<file path="config.mk">
export PLATFORM = sky130hd
export DESIGN_NAME = vend_ctrl
export DESIGN_NICKNAME = d
export VERILOG_FILES = /design/src/rtl/vend_ctrl.sv
export SDC_FILE = /design/constraint.sdc
export NUM_CORES = 1
export LEC_CHECK = 0
export BUFFER_PORTS_ARGS = -buffer_cell sky130_fd_sc_hd__buf_4
export CORE_MARGIN = 5
export CORE_UTILIZATION = 40
export CTS_CLUSTER_SIZE = 12
export DETAILED_ROUTE_END_ITERATION = 10
export PLACE_DENSITY_LB_ADDON = 0.1
export SLEW_MARGIN = 5
export SYNTH_ARGS = -nofsm -noshare
export SYNTH_HDL_FRONTEND = slang
export SYNTH_SLANG_ARGS = --single-unit
</file>
<file path="constraint.sdc">
create_clock -name clk -period 4.6 [get_ports clk]
set_clock_uncertainty 0.05 [all_clocks]
set_input_delay 0 -clock clk [delete_from_list [all_inputs] [get_ports clk]]
set_output_delay 0 -clock clk [all_outputs]
set_load 0.05 [all_outputs]
</file>
<file path="src/rtl/vend_ctrl.sv">
// Vending-machine controller: coin credit, item selection with per-slot stock,
// change/refund, inactivity timeout and restocking. All outputs are registered.
module vend_ctrl #(
    parameter int unsigned N_ITEMS    = 8,
    parameter int unsigned SEL_W      = 3,
    parameter int unsigned MONEY_W    = 8,
    parameter int unsigned PRICE_STEP = 2,
    parameter int unsigned STOCK_W    = 4,
    parameter int unsigned STOCK_INIT = 4,
    parameter int unsigned TIMEOUT    = 100
) (
    input  logic               clk,
    input  logic               rst,
    input  logic               coin_valid,
    input  logic [MONEY_W-1:0] coin_value,
    input  logic               sel_valid,
    input  logic [SEL_W-1:0]   sel,
    input  logic               cancel,
    input  logic               restock_valid,
    input  logic [SEL_W-1:0]   restock_item,
    output logic               vend_valid,
    output logic [SEL_W-1:0]   vend_item,
    output logic               change_valid,
    output logic [MONEY_W-1:0] change,
    output logic [MONEY_W-1:0] credit,
    output logic [N_ITEMS-1:0] available,
    output logic               coin_reject,
    output logic               err_valid,
    output logic [1:0]         err_code
);

    typedef enum logic [1:0] {StIdle, StCollect, StDispense, StRefund} state_e;

    localparam int unsigned TimerW = $clog2(TIMEOUT + 1);
    localparam logic [1:0] ErrNoCredit = 2'd0;
    localparam logic [1:0] ErrInvalid  = 2'd1;
    localparam logic [1:0] ErrSoldOut  = 2'd2;
    localparam logic [1:0] ErrInsuff   = 2'd3;
    localparam logic [STOCK_W-1:0] StockMax = '1;

    state_e state_q, state_d;
    logic [TimerW-1:0]  timer_q, timer_d;
    logic [MONEY_W-1:0] credit_q, credit_d;
    logic [SEL_W-1:0]   sel_q, sel_d;
    logic [STOCK_W-1:0] stock_q [N_ITEMS];
    logic [STOCK_W-1:0] stock_d [N_ITEMS];
    logic [N_ITEMS-1:0] avail_q, avail_d;
    logic               vend_valid_q, vend_valid_d, change_valid_q, change_valid_d;
    logic [SEL_W-1:0]   vend_item_q, vend_item_d;
    logic [MONEY_W-1:0] change_q, change_d;
    logic               coin_reject_q, coin_reject_d, err_valid_q, err_valid_d;
    logic [1:0]         err_code_q, err_code_d;

    function automatic logic [MONEY_W-1:0] price_of(input logic [SEL_W-1:0] idx);
        return MONEY_W'((32'(idx) + 32'd1) * PRICE_STEP);
    endfunction

    logic               sel_in_range, sel_ok, timed_out;
    logic [SEL_W-1:0]   sel_idx;
    logic [MONEY_W:0]   coin_sum;

    assign sel_in_range = 32'(sel) < N_ITEMS;
    // Out-of-range selections read slot 0; the INVALID check wins before stock is used.
    assign sel_idx   = sel_in_range ? sel : '0;
    assign sel_ok    = sel_in_range && (stock_q[sel_idx] != '0) && (credit_q >= price_of(sel_idx));
    assign coin_sum  = {1'b0, credit_q} + {1'b0, coin_value};
    assign timed_out = timer_q == TimerW'(TIMEOUT - 1);

    always_ff @(posedge clk) begin
        if (rst) begin
            state_q <= StIdle;
        end else begin
            state_q <= state_d;
        end
    end

    always_comb begin
        state_d = state_q;
        unique case (state_q)
            StIdle:    if (coin_valid) state_d = StCollect;
            StCollect: begin
                if (cancel)                      state_d = StRefund;
                else if (coin_valid)             state_d = StCollect;
                else if (sel_valid)              state_d = sel_ok ? StDispense : StCollect;
                else if (timed_out)              state_d = StRefund;
            end
            StDispense, StRefund: state_d = StIdle;
            default:   state_d = StIdle;
        endcase
    end

    always_comb begin
        timer_d        = timer_q;
        credit_d       = credit_q;
        sel_d          = sel_q;
        vend_valid_d   = 1'b0;
        vend_item_d    = vend_item_q;
        change_valid_d = 1'b0;
        change_d       = change_q;
        coin_reject_d  = 1'b0;
        err_valid_d    = 1'b0;
        err_code_d     = err_code_q;
        unique case (state_q)
            StIdle: begin
                timer_d = '0;
                if (coin_valid) begin
                    credit_d = coin_value;
                end else if (sel_valid) begin
                    err_valid_d = 1'b1;
                    err_code_d  = ErrNoCredit;
                end
            end
            StCollect: begin
                if (cancel) begin
                    coin_reject_d = coin_valid;
                end else if (coin_valid) begin
                    timer_d = '0;
                    if (coin_sum[MONEY_W]) coin_reject_d = 1'b1;
                    else                   credit_d = coin_sum[MONEY_W-1:0];
                end else if (sel_valid) begin
                    timer_d = '0;
                    if (!sel_in_range) begin
                        err_valid_d = 1'b1;
                        err_code_d  = ErrInvalid;
                    end else if (stock_q[sel_idx] == '0) begin
                        err_valid_d = 1'b1;
                        err_code_d  = ErrSoldOut;
                    end else if (credit_q < price_of(sel_idx)) begin
                        err_valid_d = 1'b1;
                        err_code_d  = ErrInsuff;
                    end else begin
                        sel_d = sel;
                    end
                end else begin
                    timer_d = timer_q + TimerW'(1);
                end
            end
            StDispense: begin
                vend_valid_d   = 1'b1;
                vend_item_d    = sel_q;
                change_valid_d = 1'b1;
                change_d       = credit_q - price_of(sel_q);
                credit_d       = '0;
                coin_reject_d  = coin_valid;
            end
            StRefund: begin
                change_valid_d = 1'b1;
                change_d       = credit_q;
                credit_d       = '0;
                coin_reject_d  = coin_valid;
            end
            default: ;
        endcase
    end

    // A restock and a dispense on the same slot cancel out, even at saturation.
    always_comb begin
        for (int unsigned i = 0; i < N_ITEMS; i++) begin
            logic dec, inc;
            dec = (state_q == StDispense) && (sel_q == SEL_W'(i));
            inc = restock_valid && (restock_item == SEL_W'(i));
            stock_d[i] = stock_q[i];
            if (dec && !inc)                             stock_d[i] = stock_q[i] - 1'b1;
            else if (inc && !dec && stock_q[i] != StockMax) stock_d[i] = stock_q[i] + 1'b1;
            avail_d[i] = stock_d[i] != '0;
        end
    end

    always_ff @(posedge clk) begin
        if (rst) begin
            timer_q        <= '0;
            credit_q       <= '0;
            sel_q          <= '0;
            avail_q        <= {N_ITEMS{STOCK_INIT != 0}};
            vend_valid_q   <= 1'b0;
            vend_item_q    <= '0;
            change_valid_q <= 1'b0;
            change_q       <= '0;
            coin_reject_q  <= 1'b0;
            err_valid_q    <= 1'b0;
            err_code_q     <= '0;
            for (int unsigned i = 0; i < N_ITEMS; i++) stock_q[i] <= STOCK_W'(STOCK_INIT);
        end else begin
            timer_q        <= timer_d;
            credit_q       <= credit_d;
            sel_q          <= sel_d;
            avail_q        <= avail_d;
            vend_valid_q   <= vend_valid_d;
            vend_item_q    <= vend_item_d;
            change_valid_q <= change_valid_d;
            change_q       <= change_d;
            coin_reject_q  <= coin_reject_d;
            err_valid_q    <= err_valid_d;
            err_code_q     <= err_code_d;
            for (int unsigned i = 0; i < N_ITEMS; i++) stock_q[i] <= stock_d[i];
        end
    end

    assign vend_valid   = vend_valid_q;
    assign vend_item    = vend_item_q;
    assign change_valid = change_valid_q;
    assign change       = change_q;
    assign credit       = credit_q;
    assign available    = avail_q;
    assign coin_reject  = coin_reject_q;
    assign err_valid    = err_valid_q;
    assign err_code     = err_code_q;

endmodule

</file>
### Word level (Yosys, flattened, before mapping)

Memories as Yosys holds them, arrays and structs flattened.
Index checks and enable logic that the tools add are counted.

* $add $sub $neg: 21
* order comparisons: 2
* equal/unequal tests: 36
* multiplexer cells: 66
* bitwise logic cells: 12
* reductions and logical operators: 78

Operators by type and width (count)
* $mux 4: 24
* $logic_and 1x1->1: 41
* $reduce_bool 4->1: 9
* $add 4x1->4 const B: 8
* $mux 8: 4
* $ne 4x4->1 const B: 8
* $sub 4x1->4 const B: 8
* $mux 2: 13
* $eq 3x3->1 const B: 8
* $pmux 8 s3: 1
* $mux 7: 3
* $logic_not 1->1: 16
* $ne 2x2->1 const B: 8
* $pmux 8 s2: 1
* $mux 1: 15
* $pmux 7 s2: 1
* $eq 3x2->1 const B: 4
* $add 8x8->9: 1
* $add 3x1->4 const B: 2
* $ge 8x8->1: 1
* $lt 8x5->1: 1
* $or 1x1->1: 8
* $sub 8x5->8: 1
* $add 7x1->7 const B: 1
* other kinds (19): 28

* register bits after elaboration: 45
* memory bits (writable): 32
* input port bits: 20
* output and inout port bits: 33
* word-level logic and storage cells: 228
* memories: 1

Memory list
* stock_q: depth 8, bits a word 4, read ports 9, clocked after Yosys merged registers in 0, write ports 8, RTL line 45 `logic [STOCK_W-1:0] stock_q [N_ITEMS];`

### Longest topological paths before layout

* word-level depth: 8
* depth in mapped cells: 10
* mapped depth without buffers: 9

### Worst setup path before layout

Ideal clock, no wire load.

* kind: flip-flop to flip-flop
* start: register credit_q[2], in the netlist credit[2]
* end: register credit_q[3], in the netlist credit[3]
* library setup time: 0.086 ns
* arrival time: 2.476 ns
* data required time: 4.464 ns
* path slack: 1.988 ns
* stages on the path, launching flop included: 9
* buffers on the path: 1
* period minus slack after synthesis: 2.612 ns
* cells stage by stage: dfxtp_1 > ha_1 > nor2b_1 > o31a_1 > o31a_1 > o21ai_2 > buf_2 > nor2_1 > a211oi_1

* word-level cells in the longest chain between the ends: 5
* elaborated cells on any way between the ends: 7
* classes of those cells: add/sub: 1; eq/ne: 1; mux: 4; reduce/logical: 1

RTL lines
* from (decl): RTL line 43 `logic [MONEY_W-1:0] credit_q, credit_d;`
* from (signal assigned): RTL line 185 `credit_q <= credit_d;`
* $add 8x8->9 (*): RTL line 66 `assign coin_sum = {1'b0, credit_q} + {1'b0, coin_value};`
* $mux 8: RTL line 118 `if (coin_sum[MONEY_W]) coin_reject_d = 1'b1;`
* $mux 8: RTL line 116 `end else if (coin_valid) begin`
* $mux 8: RTL line 114 `if (cancel) begin`
* $pmux 8 s3: RTL line 103 `unique case (state_q)`

Every way passes the cells marked *; elsewhere a longest branch is shown, timed or not. The select of a mux whose other input is x is not followed.
A chain may end at the register's enable or synchronous reset.

### Final worst setup path

* start: input port sel[0]
* end: register err_code_q[0], in the netlist err_code[0]

* word-level cells in the longest chain between the ends: 7
* elaborated cells on any way between the ends: 11
* classes of those cells: add/sub: 1; order compare: 1; eq/ne: 1; mux: 5; reduce/logical: 2; memory: 1

RTL lines
* from (decl): RTL line 17 `input logic [SEL_W-1:0] sel,`
* branches (longest 7 deep; another with $lt 8x5->1)
* to (signal assigned): RTL line 194 `err_code_q <= err_code_d;`
* to (decl): RTL line 52 `logic [1:0] err_code_q, err_code_d;`

Several ways; the timed one is not identified. The select of a mux whose other input is x is not followed.

==> metrics.md <==
| Metric | Value |
|---|---|
| Post-synth top flop | `dfxtp_1` |
| Final period util | `0.571` |
| Yosys synthesis warning count | `0` |
| Syn_nets | `656` |
| Pin count of the biggest net entering global routing | `48` |
| Run status | `finished clean` |
| Clock Path Buffers | `2` |
| Initial Util | `0.406` |
| Slew HR | `0.359` |
| FMAX | `381 MHz` |
| H-tree depth | `3` |
| Die height | `120 um` |
| # rows | `40` |
| 1st-iter DRT viols | `242` |
| Slowest stage delay, CP | `0.57 ns` |
| Mean number of vias per cell | `5.47` |
| Initial antenna violation count | `0` |
| Maxcap violations | `0` |
| Layout cells sized above 1 | `0.124` |
| Worst Max-Slew Pin Slew | `0.960 ns` |
| Crit path time final | `2.62 ns` |
| Setup TNS | `0 ns` |
| I/O pins | `53` |
| Final Hold Fails | `0` |
| Clock slew at reported path FFs | `0.06 ns` |
| CTS Buf Count | `9` |
| Kind of cell adding the most delay to the critical path | `compound AO/OA/AOI/OAI gates` |
| Global route overflow | `0` |
| Number of global-route vias before repair | `4052` |
| Routed wire length | `12.1 mm` |
| Skew-Pair Late Insertion Delay | `0.34 ns` |
| Root buf cell | `clkbuf_16` |
| Buf/Inv on CP | `2` |
| Hold Crit Class | `in2reg` |
| Avg WL per Cell | `15.2 um` |
| Mapped Area | `4850 um^2` |
| Layout Nets | `708` |
| Maximum fanout along the worst path | `9` |
| CP endpoint kind | `register` |
| DRT antenna net count | `0` |
| Vias | `4368` |
| CTS tree | `done` |
| Synth Register Bits | `77` |
| Slowest cell on the critical path | `or4_1` |
| Post-synthesis sequential area ratio | `0.318` |
| CP startpoint kind | `input port` |
| Die width | `120 um` |
| Slew Limit Fails | `0` |
| Die area | `14400 um^2` |
| Gr usage total | `0.169` |
| Async set or reset register ratio after synthesis | `0` |
| Number of synthesized flops with an enable pin | `0` |
| # DRC | `0` |
| Mean area per synthesized cell | `8.17 um^2` |
| Drt first pass iters | `5` |
| Worst EP arrival | `2.80 ns` |
| Pwr dens | `357 nW/um^2` |
| Leak | `0.00228 uW` |
| Area Growth Syn to Fin | `19.8%` |
| Clk sinks | `77` |
| Post-route non-filler standard cell count | `798` |
| Post-synthesis cell count | `594` |
| Setup Crit Path Kind | `in2reg` |
| Yosys cell types | `64` |
| Peak VDD IR | `187 uV` |
| First-pass GRT wire length | `19.9 mm` |
| RSZ-0062 raised after global routing | `no` |
| Crit-path most repeated cell | `ha_1` |
| Port bufs | `52` |
| Detailed Place HPWL | `8.93 mm` |
| Dpl cells | `770` |
| Filler instances | `1161` |
| Final setup violation count | `0` |
| GP Congestion | `0.840` |
| Crit-path cells | `dlygate4sd3_1 -> buf_4 -> ha_1 -> xnor2_1 -> ha_1 -> o21ai_0 -> a21oi_1 -> or4_1 -> a311o_1 -> a32o_1` |
| WP data required | `4.78 ns` |
| Core ar. | `12000 um^2` |
| ANT cells | `0` |
| Total setup buffers inserted after CTS | `0` |
layout make-up:
type	count	area (um^2)	share of cell area
clock buffer	13	270	0.0465
clock inverter	3	90.1	0.0155
inverter	36	135	0.0232
multi-input combinational	456	3070	0.528
sequential	77	1540	0.265
tap	147	184	0.0316
timing repair buffer	66	526	0.0904
worst min-delay path, stage by stage:
cell and delay [ns]:
buf_4 0.11, a21oi_1 0.15, a211oi_1 0.09
through the flow:
stage,hold slack (ns),worst slack [ns],util,area [um^2],total power (uW)
floorplan,0.0738,1.99,-,4850,1110
global placement,0.253,2.14,0.446,5330,1220
detailed placement,0.252,2.07,0.446,5330,1230
CTS,0.0314,1.99,0.486,5810,2100
global route,0.0506,1.73,0.486,5810,2180
finish,0.0249,1.98,0.486,5810,2080
per-layer routing:
layer | track usage | part of all wire
met5 | 0 | 0
met3 | 0.0287 | 0.020
met2 | 0.272 | 0.47
met1 | 0.228 | 0.50
met4 | 0.0616 | 0.014
cell usage after synthesis, types with 4 or more instances:
cell type,count,area (um^2)
dfxtp_1,77,1540
nand2_1,60,225
nor2_1,60,225
ha_1,40,500
inv_1,36,135
o21ai_0,30,150
a21oi_1,29,145
a211oi_1,21,158
nand3_1,21,105
clkbuf_1,16,60.1
xnor2_1,16,140
mux2i_1,14,140
nand4_1,11,68.8
a22oi_1,10,75.1
nor3_1,10,50.1
xor2_1,9,78.8
a31oi_1,8,50.1
nor2b_1,8,50.1
and3_1,7,43.8
a311oi_1,6,52.6
and2_1,6,37.5
nor4_1,6,37.5
or3_1,6,37.5
a32o_1,5,50.1
nand2b_1,5,31.3
o21a_1,5,37.5
a21o_1,4,30.0
buf_2,4,20.0
nand3b_1,4,30.0
nand4b_1,4,35.0
o211ai_1,4,30.0
o31a_1,4,35.0
final timing paths:
check,startpoint,to,slack (ns),depth (start not counted)
min,coin_value[2],credit[2],0.02,3
max,sel[0],err_code[0],1.98,10
max reg2reg,state_q[1],available[4],2.05,6
min reg2reg,vend_item[1],vend_item[1],0.44,2
state kept, by name, indices dropped and copies added (netlist names):
name	count
timer_q	7
available	8
coin_reject	1
err_code	2
credit	8
err_valid	1
sel_q	3
change	8
vend_item	3
stock_q	32
vend_valid	1
state_q	2
change_valid	1
layout by cell type (no fill, tap or decap), types with 6 or more instances in the layout:
cell           count
ha_1              40
and2_1             6
a311oi_1           6
mux2i_1           14
buf_4             54
xnor2_1           16
inv_1             36
a31oi_1            8
nor2b_1            8
nand2_1           60
dlygate4sd3_1     12
a22oi_1           10
xor2_1             9
a211oi_1          21
nand3_1           21
nor2_1            60
dfxtp_1           77
or3_1              6
nor4_1             6
nor3_1            10
clkbuf_16          9
a21oi_1           29
nand4_1           11
o21ai_0           30
and3_1             7
where the power goes:
part / switching (uW) / internal, uW
combinational: 271 / 195
clock: 277 / 575
sequential: 56.1 / 703
logic make-up after synthesis:
group	Yosys count	synth area share
muxes	14	0.0289
and+or+nand+nor	226	0.236
xor gates and xnor gates	25	0.0451
buffers and inverters	61	0.0500
DFF	77	0.318
AOI/OAI and AO/OA	149	0.211
adders and majority gates	42	0.111
repair_timing:
item                                   CTS  global route
hold buffers                            12             0
gates resized for setup                  0             0
endpoints found under the hold margin   12             0
No activity file was read; power rests on OpenSTA's default activity.
